===== config.mk =====
export PLATFORM = sky130hd
export DESIGN_NAME = branch_resolve_unit
export DESIGN_NICKNAME = d
export VERILOG_FILES = /design/src/rtl/branch_resolve_unit.sv
export SDC_FILE = /design/constraint.sdc
export NUM_CORES = 1
export LEC_CHECK = 0
export BUFFER_PORTS_ARGS = -buffer_cell sky130_fd_sc_hd__buf_2
export CAP_MARGIN = 10
export CORE_ASPECT_RATIO = 1.75
export CORE_MARGIN = 1
export CORE_UTILIZATION = 53
export CTS_CLUSTER_DIAMETER = 200
export DETAILED_ROUTE_END_ITERATION = 8
export PLACE_DENSITY = 0.78
export SYNTH_ARGS = -nofsm -noshare
export SYNTH_HDL_FRONTEND = slang
export SYNTH_SLANG_ARGS = --single-unit

===== constraint.sdc =====
create_clock -name clk -period 3.2 [get_ports clk]
set_input_delay 0.16 -clock clk [delete_from_list [all_inputs] [get_ports clk]]
set_output_delay 0.16 -clock clk [all_outputs]
set_load 0.03 [all_outputs]

===== src/rtl/branch_resolve_unit.sv =====
`default_nettype none
// ============================================================================
// Module      : branch_resolve_unit
// Description : RV64 execute-stage branch resolution. Selects signed/unsigned
//               compare, resolves the actual outcome, detects mispredictions,
//               holds a PC redirect with a one-cycle flush, and trains a
//               2-bit saturating branch history table read by fetch.
// Revision    : 1.0 - initial release
// ============================================================================
module branch_resolve_unit #(
  parameter int XLEN        = 64,
  parameter int BHT_ENTRIES = 64,
  parameter int CNT_W       = 32
) (
  input  logic             clk,
  input  logic             rst_n,
  input  logic             resolve_valid,
  output logic             resolve_ready,
  input  logic [XLEN-1:0]  resolve_pc,
  input  logic [2:0]       funct3,
  input  logic             is_jump,
  input  logic [XLEN-1:0]  target,
  input  logic             pred_taken,
  input  logic [XLEN-1:0]  pred_target,
  output logic             branch_unsigned,
  input  logic             branch_equals,
  input  logic             branch_less_than,
  input  logic [XLEN-1:0]  lookup_pc,
  output logic             predict_taken,
  output logic             redirect_valid,
  output logic [XLEN-1:0]  redirect_pc,
  input  logic             redirect_ready,
  output logic             flush,
  output logic [CNT_W-1:0] mispredict_count
);

  localparam int IDX_W = $clog2(BHT_ENTRIES);

  typedef enum logic [0:0] {
    ST_IDLE     = 1'b0,
    ST_REDIRECT = 1'b1
  } state_t;

  state_t            state;
  logic [1:0]        bht [BHT_ENTRIES];

  logic              accept;
  logic              legal;
  logic              taken;
  logic              mispredict;
  logic [XLEN-1:0]   next_pc;
  logic [IDX_W-1:0]  upd_idx;
  logic [IDX_W-1:0]  look_idx;
  logic [1:0]        upd_old;
  logic [1:0]        upd_new;
  logic              bht_we;
  logic              unused_lookup_bits;

  // Funct3 bit 1 distinguishes BLTU/BGEU from BLT/BGE for the comparator.
  assign branch_unsigned = funct3[1];

  // A redirect in flight blocks further resolutions.
  assign resolve_ready = !redirect_valid;
  assign accept        = resolve_valid && resolve_ready;

  // Actual branch outcome from funct3 and comparator flags; jumps override.
  always_comb begin
    legal = 1'b1;
    taken = 1'b0;
    if (is_jump) begin
      taken = 1'b1;
    end else begin
      case (funct3)
        3'b000:          taken = branch_equals;
        3'b001:          taken = !branch_equals;
        3'b100, 3'b110:  taken = branch_less_than;
        3'b101, 3'b111:  taken = !branch_less_than;
        default: begin
          legal = 1'b0;
          taken = 1'b0;
        end
      endcase
    end
  end

  // Fall-through address wraps naturally at 2^XLEN.
  assign next_pc    = taken ? target : (resolve_pc + XLEN'(4));
  assign mispredict = legal &&
                      ((pred_taken != taken) || (taken && (pred_target != target)));

  // Prediction read is from the register array, so a same-cycle update to
  // the same index is not visible until after the edge.
  assign look_idx      = lookup_pc[IDX_W+1:2];
  assign predict_taken = bht[look_idx][1];
  assign unused_lookup_bits = ^{lookup_pc[XLEN-1:IDX_W+2], lookup_pc[1:0]};

  // Saturating counter next value for the resolving branch's entry.
  assign upd_idx = resolve_pc[IDX_W+1:2];
  assign upd_old = bht[upd_idx];
  assign bht_we  = accept && legal && !is_jump;

  always_comb begin
    upd_new = upd_old;
    if (taken) begin
      if (upd_old != 2'b11) upd_new = upd_old + 2'b01;
    end else begin
      if (upd_old != 2'b00) upd_new = upd_old - 2'b01;
    end
  end

  // BHT storage: every counter starts weakly not-taken.
  always_ff @(posedge clk or negedge rst_n) begin
    if (!rst_n) begin
      for (int i = 0; i < BHT_ENTRIES; i++) bht[i] <= 2'b01;
    end else if (bht_we) begin
      bht[upd_idx] <= upd_new;
    end
  end

  // Redirect FSM with registered redirect, flush and mispredict counter.
  always_ff @(posedge clk or negedge rst_n) begin
    if (!rst_n) begin
      state            <= ST_IDLE;
      redirect_valid   <= 1'b0;
      redirect_pc      <= '0;
      flush            <= 1'b0;
      mispredict_count <= '0;
    end else begin
      flush <= 1'b0;
      case (state)
        ST_IDLE: begin
          if (accept && mispredict) begin
            state            <= ST_REDIRECT;
            redirect_valid   <= 1'b1;
            redirect_pc      <= next_pc;
            flush            <= 1'b1;
            mispredict_count <= mispredict_count + CNT_W'(1);
          end
        end
        ST_REDIRECT: begin
          if (redirect_ready) begin
            state          <= ST_IDLE;
            redirect_valid <= 1'b0;
          end
        end
        default: begin
          state          <= ST_IDLE;
          redirect_valid <= 1'b0;
        end
      endcase
    end
  end

endmodule
`default_nettype wire


==> summary.md, run 1 <==
| Metric | Value |
|---|---|
| Fin crit period | 2.83 ns |
| Top Usage Layer GRT | met2 |
| Final WL | 48.8 mm |
| Number of synthesized flops with an enable pin | 0 |
| DRT antenna net count | 0 |
| Synth top area share | 0.308 |
| H-tree depth | 1 |
| CP Launch Type | register |
| CTS tree | done |
| Synthesized net count | 1653 |
| Worst-Margin Slew | 0.722 ns |
| Cells after Synth | 1384 |
| Maximum vdd drop | 0.000361 V |
| Final nets | 1961 |
| Area grow syn2layout | 22.5% |
| Sequential-to-total area share from yosys stat | 0.435 |
| RSZ-0062 raised after global routing | no |
| Drt wl/cell | 23.7 um |
| Power Dens Cells | 638 mW/mm^2 |
| CTS Buf Count | 22 |
| CTS sink count | 227 |
| Initial antenna violation count | 42 |
| Proportion of layout cells with a drive suffix above 1 | 0.328 |
| FP Rows | 76 |
| Total of fill cells in the finished design | 1992 |
| Vias in the first global route | 12244 |
| CTS clk-pin slew, worst paths | 0.07 ns |
| Finished Layout Cells | 2053 |
| Yosys Warn Count | 0 |
| I/O pins | 368 |
| Pin count of the biggest net entering global routing | 100 |
| Leakage | 0.00721 uW |
| Comb power frac | 0.348 |
| Hold crit path type | input port to register |
| Core area | 0.0245 sq mm |
| Hold_sp | target[1] |
| R2R setup slack | 0.58 ns |
| Synth unique cells | 62 |
| R2r endpoint | bht[73]$_DFFE_PN0P_ |
| Pins Over Slew Limit | 0 |
| Drc violations | 0 |
| Via count | 12486 |
| Gr ovfl total | 0 |
| Worst Path Arrival | 2.67 ns |
| Inst Count DP | 1977 |
| Crit path kind | register to output port |
| Slew HR | 0.519 |
| Area leader, netlist | dfrtp_1 |
| Clk Latency, worst-skew pair | 0.53 ns |
| Total Routing Usage GR | 0.384 |
| Crit Path Max Fanout | 3 |
| Die H | 211 um |
| Initial DRT Pass Iterations | 6 |
| Hold-fix buffers, CTS | 3 |
| MaxCap Viol Count | 0 |
| Largest cells by area after synthesis | dfrtp_1 (31%), dfstp_2 (13%), a21oi_1 (7.5%) |
| Worst setup EP type | output port |
| Internal power | 6450 uW |
| Die Area | 0.0256 sq mm |
| Power share of the sequential group | 0.390 |
| #FFs+latches synth | 227 |
| Port bufs | 309 |
| Crit path required time | 3.04 ns |
| Sw Ratio | 0.376 |
| R2R Path Start | bht[57]$_DFFE_PN0P_ |
| Post-CTS Setup Inserts | 0 |
| Initial core utilization | 0.540 |
| Setup-failing EPs final | 0 |
| Dominant synthesized flop cell | dfrtp_1 |
| Worst Hold Depth | 3 |
| Hold Path End | redirect_pc[1]$_DFFE_PN0P_ |
| Achievable Freq | 354 MHz |
| Clock share of power | 0.261 |
| GR Util met1 | 0.403 |
| Final Hold Viols | 0 |
| Met3 Use GR | 0.176 |
| Die width | 121 um |
| Synth cell count leaders | nor2_1 (263), a21oi_1 (198), dfrtp_1 (163), xor2_1 (94), dfstp_2 (64) |
| Post-route clock skew | 0.0105 ns |
| Deepest clock path buffer count | 3 |
| Period utilization | 0.884 |
| Placer Congestion | 1.04 |
| Clock Tree Root | clkbuf_16 |
| Switch Pwr | 3880 uW |
| Status | finished clean |
| Vias per cell | 6.08 |
| Dpl hpwl | 37.6 mm |
| Initial drt markers | 935 |
| Global-route wire length before repair | 72.1 mm |
| Syn_area_per_cell | 9.56 sq um |
| FFs w/ async S/R, synth | 1.00 |
| Cell Area, Synth | 0.0132 sq mm |
| Count leader, synth | nor2_1 |
| Resized cells post-CTS | 0 |
| Met2 GRT Util | 0.613 |
| Setup TNS | 0 ns |
| Worst reg2reg path depth | 8 |
cells by family after synthesis:
logic type      synth area share
buf+inv                   0.0338
simple gates               0.181
compound gates             0.111
fa+ha+maj                0.00340
mux                        0.140
flops                      0.435
xor+xnor                  0.0959
worst max-delay path by stage:
stage | start | to | slack, ns | depth (start not counted)
4_1_cts | bht[105]$_DFFE_PN0P_ | predict_taken | 0.38 | 4
3_3_place_gp | resolve_pc[4] | redirect_pc[41]$_DFFE_PN0P_ | 0.33 | 8
5_1_grt | bht[1]$_DFFE_PN0P_ | predict_taken | 0.35 | 4
6_report | bht[1]$_DFFE_PN0P_ | predict_taken | 0.37 | 4
2_1_floorplan | lookup_pc[2] | predict_taken | 0.36 | 5
3_5_place_dp | resolve_pc[4] | redirect_pc[41]$_DFFE_PN0P_ | 0.27 | 8
cell type report:
type | instances | area [sq um] | area share
Timing Repair Buffer | 360 | 2070 | 0.128
Tap cell | 312 | 390 | 0.0241
Clock inverter | 6 | 60.1 | 0.00371
Antenna cell | 33 | 82.6 | 0.00509
Clock buffer | 34 | 677 | 0.0418
Multi-Input combinational cell | 1053 | 7060 | 0.436
Inverter | 28 | 105 | 0.00648
Sequential cell | 227 | 5760 | 0.355
flip-flops by register name, summed over array words and instances, names as in the netlist:
register,flops
flush,1
state,1
redirect_pc,64
bht,128
redirect_valid,1
mispredict_count,32
per-stage QoR:
step                power, uW  instance area [sq um]  setup WS [ns]  utilization  hold WS, ns
CTS                     10300                  16100          0.380        0.657      0.00628
global placement         7530                  15400          0.334        0.626        0.224
finish                  10300                  16200          0.372        0.661       0.0177
global route            10700                  16200          0.353        0.658       0.0318
floorplan                6290                  13200          0.363            -       -0.136
detailed placement       7630                  15400          0.267        0.626        0.228
worst max-delay path, cell delays in order (launching register included):
cell and delay, ns:
dfrtp_1 0.40, mux4_2 0.51, mux4_2 0.52, mux4_2 0.51, buf_2 0.20
cells in the final DEF (no fill, tap or decap), types with 8 or more instances in the layout:
cell | Yosys | routed
o22ai_1 | 8 | 8
dfstp_2 | 64 | 64
nand3_1 | 49 | 49
and4_1 | 9 | 9
a21oi_1 | 198 | 198
dfrtp_1 | 163 | 163
nor2b_1 | 8 | 8
mux2_2 | 55 | 55
o21ai_0 | 9 | 9
a221oi_1 | 10 | 9
mux4_2 | 33 | 33
mux2i_1 | 15 | 15
nand4_1 | 42 | 42
buf_12 | 0 | 10
nand2_1 | 51 | 51
buf_2 | 22 | 308
mux2_1 | 17 | 17
clkbuf_16 | 0 | 23
xnor2_1 | 51 | 51
xor2_1 | 94 | 94
and3_1 | 17 | 17
nor2_1 | 263 | 263
buf_4 | 2 | 38
inv_1 | 27 | 27
nor4_1 | 17 | 17
mux2_4 | 10 | 10
diode_2 | 0 | 33
nor3_1 | 36 | 36
metal layers:
metal  wire [um]  part of all wire  up-vias
li1            -                 -     5577
met1       16200              0.33     5996
met2       22600              0.46      674
met3        6280              0.13      217
met4        3550             0.073       22
met5         149            0.0031        -
power by group through the flow:
stage	Sequential (uW)	Combinational (uW)	Clock, uW
2_1_floorplan	4880	1410	0
3_3_place_gp	4030	3510	0
3_5_place_dp	4070	3560	0
4_1_cts	4030	3580	2730
5_1_grt	4110	3790	2820
6_report	4030	3600	2700
No activity file was read; power rests on OpenSTA's default activity.
==> run 2: changes to the inputs <==
- HOLD_SLACK_MARGIN: unset -> 0.06
==> summary.md, run 2 (synthesis gave the netlist of run 1 again) <==
| Metric | Value |
|---|---|
| Worst Path Buf+Inv | 4 |
| Dpl hpwl | 37.6 mm |
| Post-place instance area | 0.0154 sq mm |
| CP Launch Type | input port |
| Design area | 0.0164 sq mm |
| Achievable Freq | 350 MHz |
| Pin count of the biggest net entering global routing | 100 |
| Clock Tree Root | clkbuf_16 |
| Max incr delay on CP | 0.57 ns |
| Crit path kind | input port to register |
| Initial core utilization | 0.540 |
| Worst setup EP type | register |
| Proportion of layout cells with a drive suffix above 1 | 0.325 |
| R2R setup slack | 0.59 ns |
| Slew HR | 0.511 |
| R2r endpoint | bht[73]$_DFFE_PN0P_ |
| Initial antenna violation count | 34 |
| Maximum vdd drop | 0.000361 V |
| Total Routing Usage GR | 0.386 |
| FP Rows | 76 |
| Final Hold Viols | 0 |
| Die Area | 0.0256 sq mm |
| Hold_sp | target[46] |
| Worst path top cell family by delay | simple AND/OR/NAND/NOR gates |
| Initial DRT Pass Iterations | 5 |
| Clk Latency, worst-skew pair | 0.53 ns |
| Gr ovfl total | 0 |
| Crit path max-delay cell type | dlygate4sd3_1 |
| Initial drt markers | 960 |
| Met2 GRT Util | 0.621 |
| Die H | 211 um |
| Register bank with the most flops | bht |
| Multi-input logic area | 0.00706 sq mm |
| Flip-flop count of the largest register after layout | 128 |
| CTS clk-pin slew, worst paths | 0.07 ns |
| Crit Path Max Fanout | 33 |
| I/O pins | 368 |
| Die width | 121 um |
| Worst Path Arrival | 3.25 ns |
| Vias per cell | 6.08 |
| Deepest clock path buffer count | 3 |
| Worst reg2reg path depth | 8 |
| Met3 Use GR | 0.150 |
| Crit path required time | 3.59 ns |
| Status | finished clean |
| DRT antenna net count | 0 |
| Hold Path End | redirect_pc[46]$_DFFE_PN0P_ |
| Crit path cell chain | dlygate4sd3_1, buf_2, inv_1, o22ai_1, or4_1, or4_4, o41ai_4, buf_4, nor4_1, xor2_1 |
| Drc violations | 0 |
| H-tree depth | 1 |
| CTS sink count | 227 |
| Period utilization | 0.894 |
| CP startpoint | target[27] |
| MaxCap Viol Count | 0 |
| Drt wl/cell | 23.7 um |
| Port bufs | 309 |
| Global-route wire length before repair | 72.6 mm |
| Hold crit path type | input port to register |
| Setup-failing EPs final | 0 |
| Placement Setup Slack | 0.267 ns |
| Largest registers | bht: 128 flops, redirect_pc: 64 flops, mispredict_count: 32 flops |
| Top Usage Layer GRT | met2 |
| CTS Buf Count | 22 |
| Commonest non-fill, non-tap cell in the layout | buf_2 |
| Resized cells post-CTS | 0 |
| RSZ-0062 raised after global routing | no |
| Final nets | 1977 |
| Vias in the first global route | 12351 |
| Placer Congestion | 1.04 |
| CTS tree | done |
| Leakage | 0.00727 uW |
| Post-CTS Setup Inserts | 0 |
| Power Dens Cells | 633 mW/mm^2 |
| Worst Hold Depth | 4 |
| Total of fill cells in the finished design | 1979 |
| GR Util met1 | 0.422 |
| R2R Path Start | bht[57]$_DFFE_PN0P_ |
| Reg area | 0.00576 sq mm |
| Area grow syn2layout | 23.5% |
| Worst-Margin Slew | 0.733 ns |
| Final worst slack | 0.340 ns |
| Core area | 0.0245 sq mm |
| Post-route clock skew | 0.00995 ns |
| Setup TNS | 0 ns |
| Pins Over Slew Limit | 0 |
| Most frequent cells in the layout | buf_2 (308), nor2_1 (263), a21oi_1 (198), dfrtp_1 (163), xor2_1 (94) |
| Hold Slack | 0.0719 ns |
| Final WL | 48.8 mm |
| Fin crit period | 2.86 ns |
| Via count | 12543 |
## run 2: worst max-delay path by stage
stage	to	slack, ns	cells after the start
3_3_place_gp	redirect_pc[41]$_DFFE_PN0P_	0.33	8
2_1_floorplan	predict_taken	0.36	5
3_5_place_dp	redirect_pc[41]$_DFFE_PN0P_	0.27	8
4_1_cts	mispredict_count[25]$_DFFE_PN0P_	0.37	10
5_1_grt	mispredict_count[25]$_DFFE_PN0P_	0.25	10
6_report	mispredict_count[25]$_DFFE_PN0P_	0.34	10
## run 2: worst register-to-register path, cell delays in order, from the launching register on
cell      delay (ns)
dfrtp_1         0.39
mux4_2          0.47
nand2_1         0.09
a311oi_1        0.12
a2111o_1        0.34
a311oi_1        0.38
maj3_2          0.35
buf_12          0.21
a21oi_1         0.11
## run 2: what timing repair did
action / 4_1_cts / 5_1_grt
hold endpoints to repair: 88 / 0
endpoints found under the setup margin: 0 / 0
hold buffers: 19 / 0
## run 2: final cells by class
class,count,area share
tap,312,0.0239
clock buffer,34,0.0414
inverter,28,0.00643
timing repair buffer,376,0.137
antenna,26,0.00398
sequential,227,0.352
clock inverter,6,0.00367
multi-input combinational,1053,0.432
## run 2: per-layer routing
metal	vias to the layer above	wire (um)
met5	-	156
met4	24	3430
met3	220	5840
met2	713	22900
met1	5983	16600
li1	5603	-
## run 2: metrics by stage
stage | total power [uW] | instances | utilization
final | 10400 | 2062 | 0.667
after global routing | 10700 | 2041 | 0.664
after CTS | 10300 | 2036 | 0.664
after detailed placement | 7630 | 1977 | 0.626
after global placement | 7530 | 1977 | 0.626
after floorplan | 6290 | 1384 | -
## run 2: report_power, final
part / leakage, uW / internal [uW] / switching [uW] / total (uW)
Clock: 0.000359 / 1540 / 1160 / 2700
Sequential: 0.00275 / 3600 / 433 / 4040
Combinational: 0.00417 / 1330 / 2290 / 3620
==> run 3: changes to the inputs <==
- CTS_BUF_LIST: unset -> sky130_fd_sc_hd__clkbuf_4 sky130_fd_sc_hd__clkbuf_8 sky130_fd_sc_hd__clkbuf_16
==> summary.md, run 3 (synthesis gave the netlist of run 1 again) <==
| Metric | Value |
|---|---|
| Status | finished clean |
| Initial core utilization | 0.540 |
| Hold-fix buffers, CTS | 19 |
| Deepest clock path buffer count | 3 |
| Via count | 12535 |
| Post-route clock skew | 0.00949 ns |
| Largest registers | bht: 128 flops, redirect_pc: 64 flops, mispredict_count: 32 flops |
| MaxCap Viol Count | 0 |
| Total of fill cells in the finished design | 1978 |
| CTS clk-pin slew, worst paths | 0.07 ns |
| Drt wl/cell | 23.7 um |
| CTS sink count | 227 |
| Pin count of the biggest net entering global routing | 100 |
| CP Launch Type | input port |
| Leakage | 0.00729 uW |
| CTS tree | done |
| Initial antenna violation count | 34 |
| Inst Count DP | 1977 |
| I/O pins | 368 |
| Power Dens Cells | 635 mW/mm^2 |
| Core area | 0.0245 sq mm |
| Worst setup EP type | register |
| Most frequent cells in the layout | buf_2 (308), nor2_1 (263), a21oi_1 (198), dfrtp_1 (163), xor2_1 (94) |
| Dpl hpwl | 37.6 mm |
| Die H | 211 um |
| Placer Congestion | 1.04 |
| Resized cells post-CTS | 0 |
| Final nets | 1977 |
| Commonest non-fill, non-tap cell in the layout | buf_2 |
| Area grow syn2layout | 23.7% |
| Port bufs | 309 |
| Fin crit period | 2.85 ns |
| Initial DRT Pass Iterations | 5 |
| Crit Path Max Fanout | 33 |
| Setup-failing EPs final | 0 |
| Final WL | 48.9 mm |
| Die width | 121 um |
| Gr ovfl total | 0 |
| Post-place instance area | 0.0154 sq mm |
| RSZ-0062 raised after global routing | no |
| Total Routing Usage GR | 0.385 |
| Setup TNS | 0 ns |
| Crit path kind | input port to register |
| Achievable Freq | 351 MHz |
| Post-CTS Setup Inserts | 0 |
| Final Hold Viols | 0 |
| Clk Latency, worst-skew pair | 0.53 ns |
| Flip-flop count of the largest register after layout | 128 |
| Vias per cell | 6.08 |
| Register bank with the most flops | bht |
| Hold Slack | 0.0704 ns |
| Clock Tree Root | clkbuf_16 |
| Drc violations | 0 |
| DRT antenna net count | 0 |
| Worst-Margin Slew | 0.722 ns |
| Initial drt markers | 1005 |
| Worst Path Arrival | 3.24 ns |
| CTS Buf Count | 22 |
| Period utilization | 0.889 |
| FP Rows | 76 |
| Slew HR | 0.519 |
| H-tree depth | 1 |
| Finished Layout Cells | 2063 |
| Global-route wire length before repair | 72.6 mm |
| Design area | 0.0164 sq mm |
| Die Area | 0.0256 sq mm |
| Maximum vdd drop | 0.000360 V |
| Vias in the first global route | 12358 |
| Hold crit path type | input port to register |
| Pins Over Slew Limit | 0 |
| Crit path required time | 3.60 ns |
| Proportion of layout cells with a drive suffix above 1 | 0.328 |
[run 3: routing by layer]
layer	GRT usage	share of wire	wire length [um]	vias to the layer above
met4	0.239	0.069	3390	22
met5	0	0.0030	149	-
li1	-	-	-	5603
met3	0.149	0.12	5870	226
met2	0.622	0.47	22900	717
met1	0.422	0.34	16500	5967
[run 3: final timing paths]
| kind | from | to | slack [ns] | cells past startpoint |
|---|---|---|---|---|
| setup / recovery | target[27] | mispredict_count[25]$_DFFE_PN0P_ | 0.35 | 10 |
| hold reg to reg | redirect_pc[29]$_DFFE_PN0P_ | redirect_pc[29]$_DFFE_PN0P_ | 0.48 | 1 |
| min in group asynchronous | rst_n | redirect_pc[50]$_DFFE_PN0P_ | 0.23 | 2 |
| hold / removal | target[46] | redirect_pc[46]$_DFFE_PN0P_ | 0.07 | 4 |
| max in group asynchronous | rst_n | bht[36]$_DFFE_PN1P_ | 2.05 | 3 |
| setup reg to reg | bht[57]$_DFFE_PN0P_ | bht[73]$_DFFE_PN0P_ | 0.59 | 8 |
[run 3: cell type report]
| class | count | area [sq um] | area share |
|---|---|---|---|
| Tap cell | 312 | 390 | 0.0238 |
| Timing Repair Buffer | 376 | 2230 | 0.136 |
| Sequential cell | 227 | 5760 | 0.352 |
| Clock buffer | 34 | 696 | 0.0425 |
| Multi-Input combinational cell | 1053 | 7060 | 0.431 |
| Clock inverter | 6 | 60.1 | 0.00367 |
| Inverter | 28 | 105 | 0.00642 |
| Antenna cell | 27 | 67.6 | 0.00413 |
[run 3: power breakdown]
part           switching [uW]  total (uW)  internal (uW)  leakage (uW)
clock network            1160        2740           1580      0.000376
logic                    2290        3620           1330       0.00417
registers                 433        4040           3600       0.00275
[run 3: worst max-delay path, cell delays in order]
cell           delay, ns
dlygate4sd3_1       0.56
buf_2               0.14
inv_1               0.07
o22ai_1             0.09
or4_1               0.52
or4_4               0.56
o41ai_4             0.43
buf_4               0.41
nor4_1              0.13
xor2_1              0.16
[run 3: stage by stage]
step                       util  total power, uW  worst slack, ns
after global routing      0.665            10800            0.248
after floorplan               -             6290            0.363
final                     0.667            10400            0.354
after global placement    0.626             7530            0.334
after CTS                 0.665            10400            0.371
after detailed placement  0.626             7630            0.267
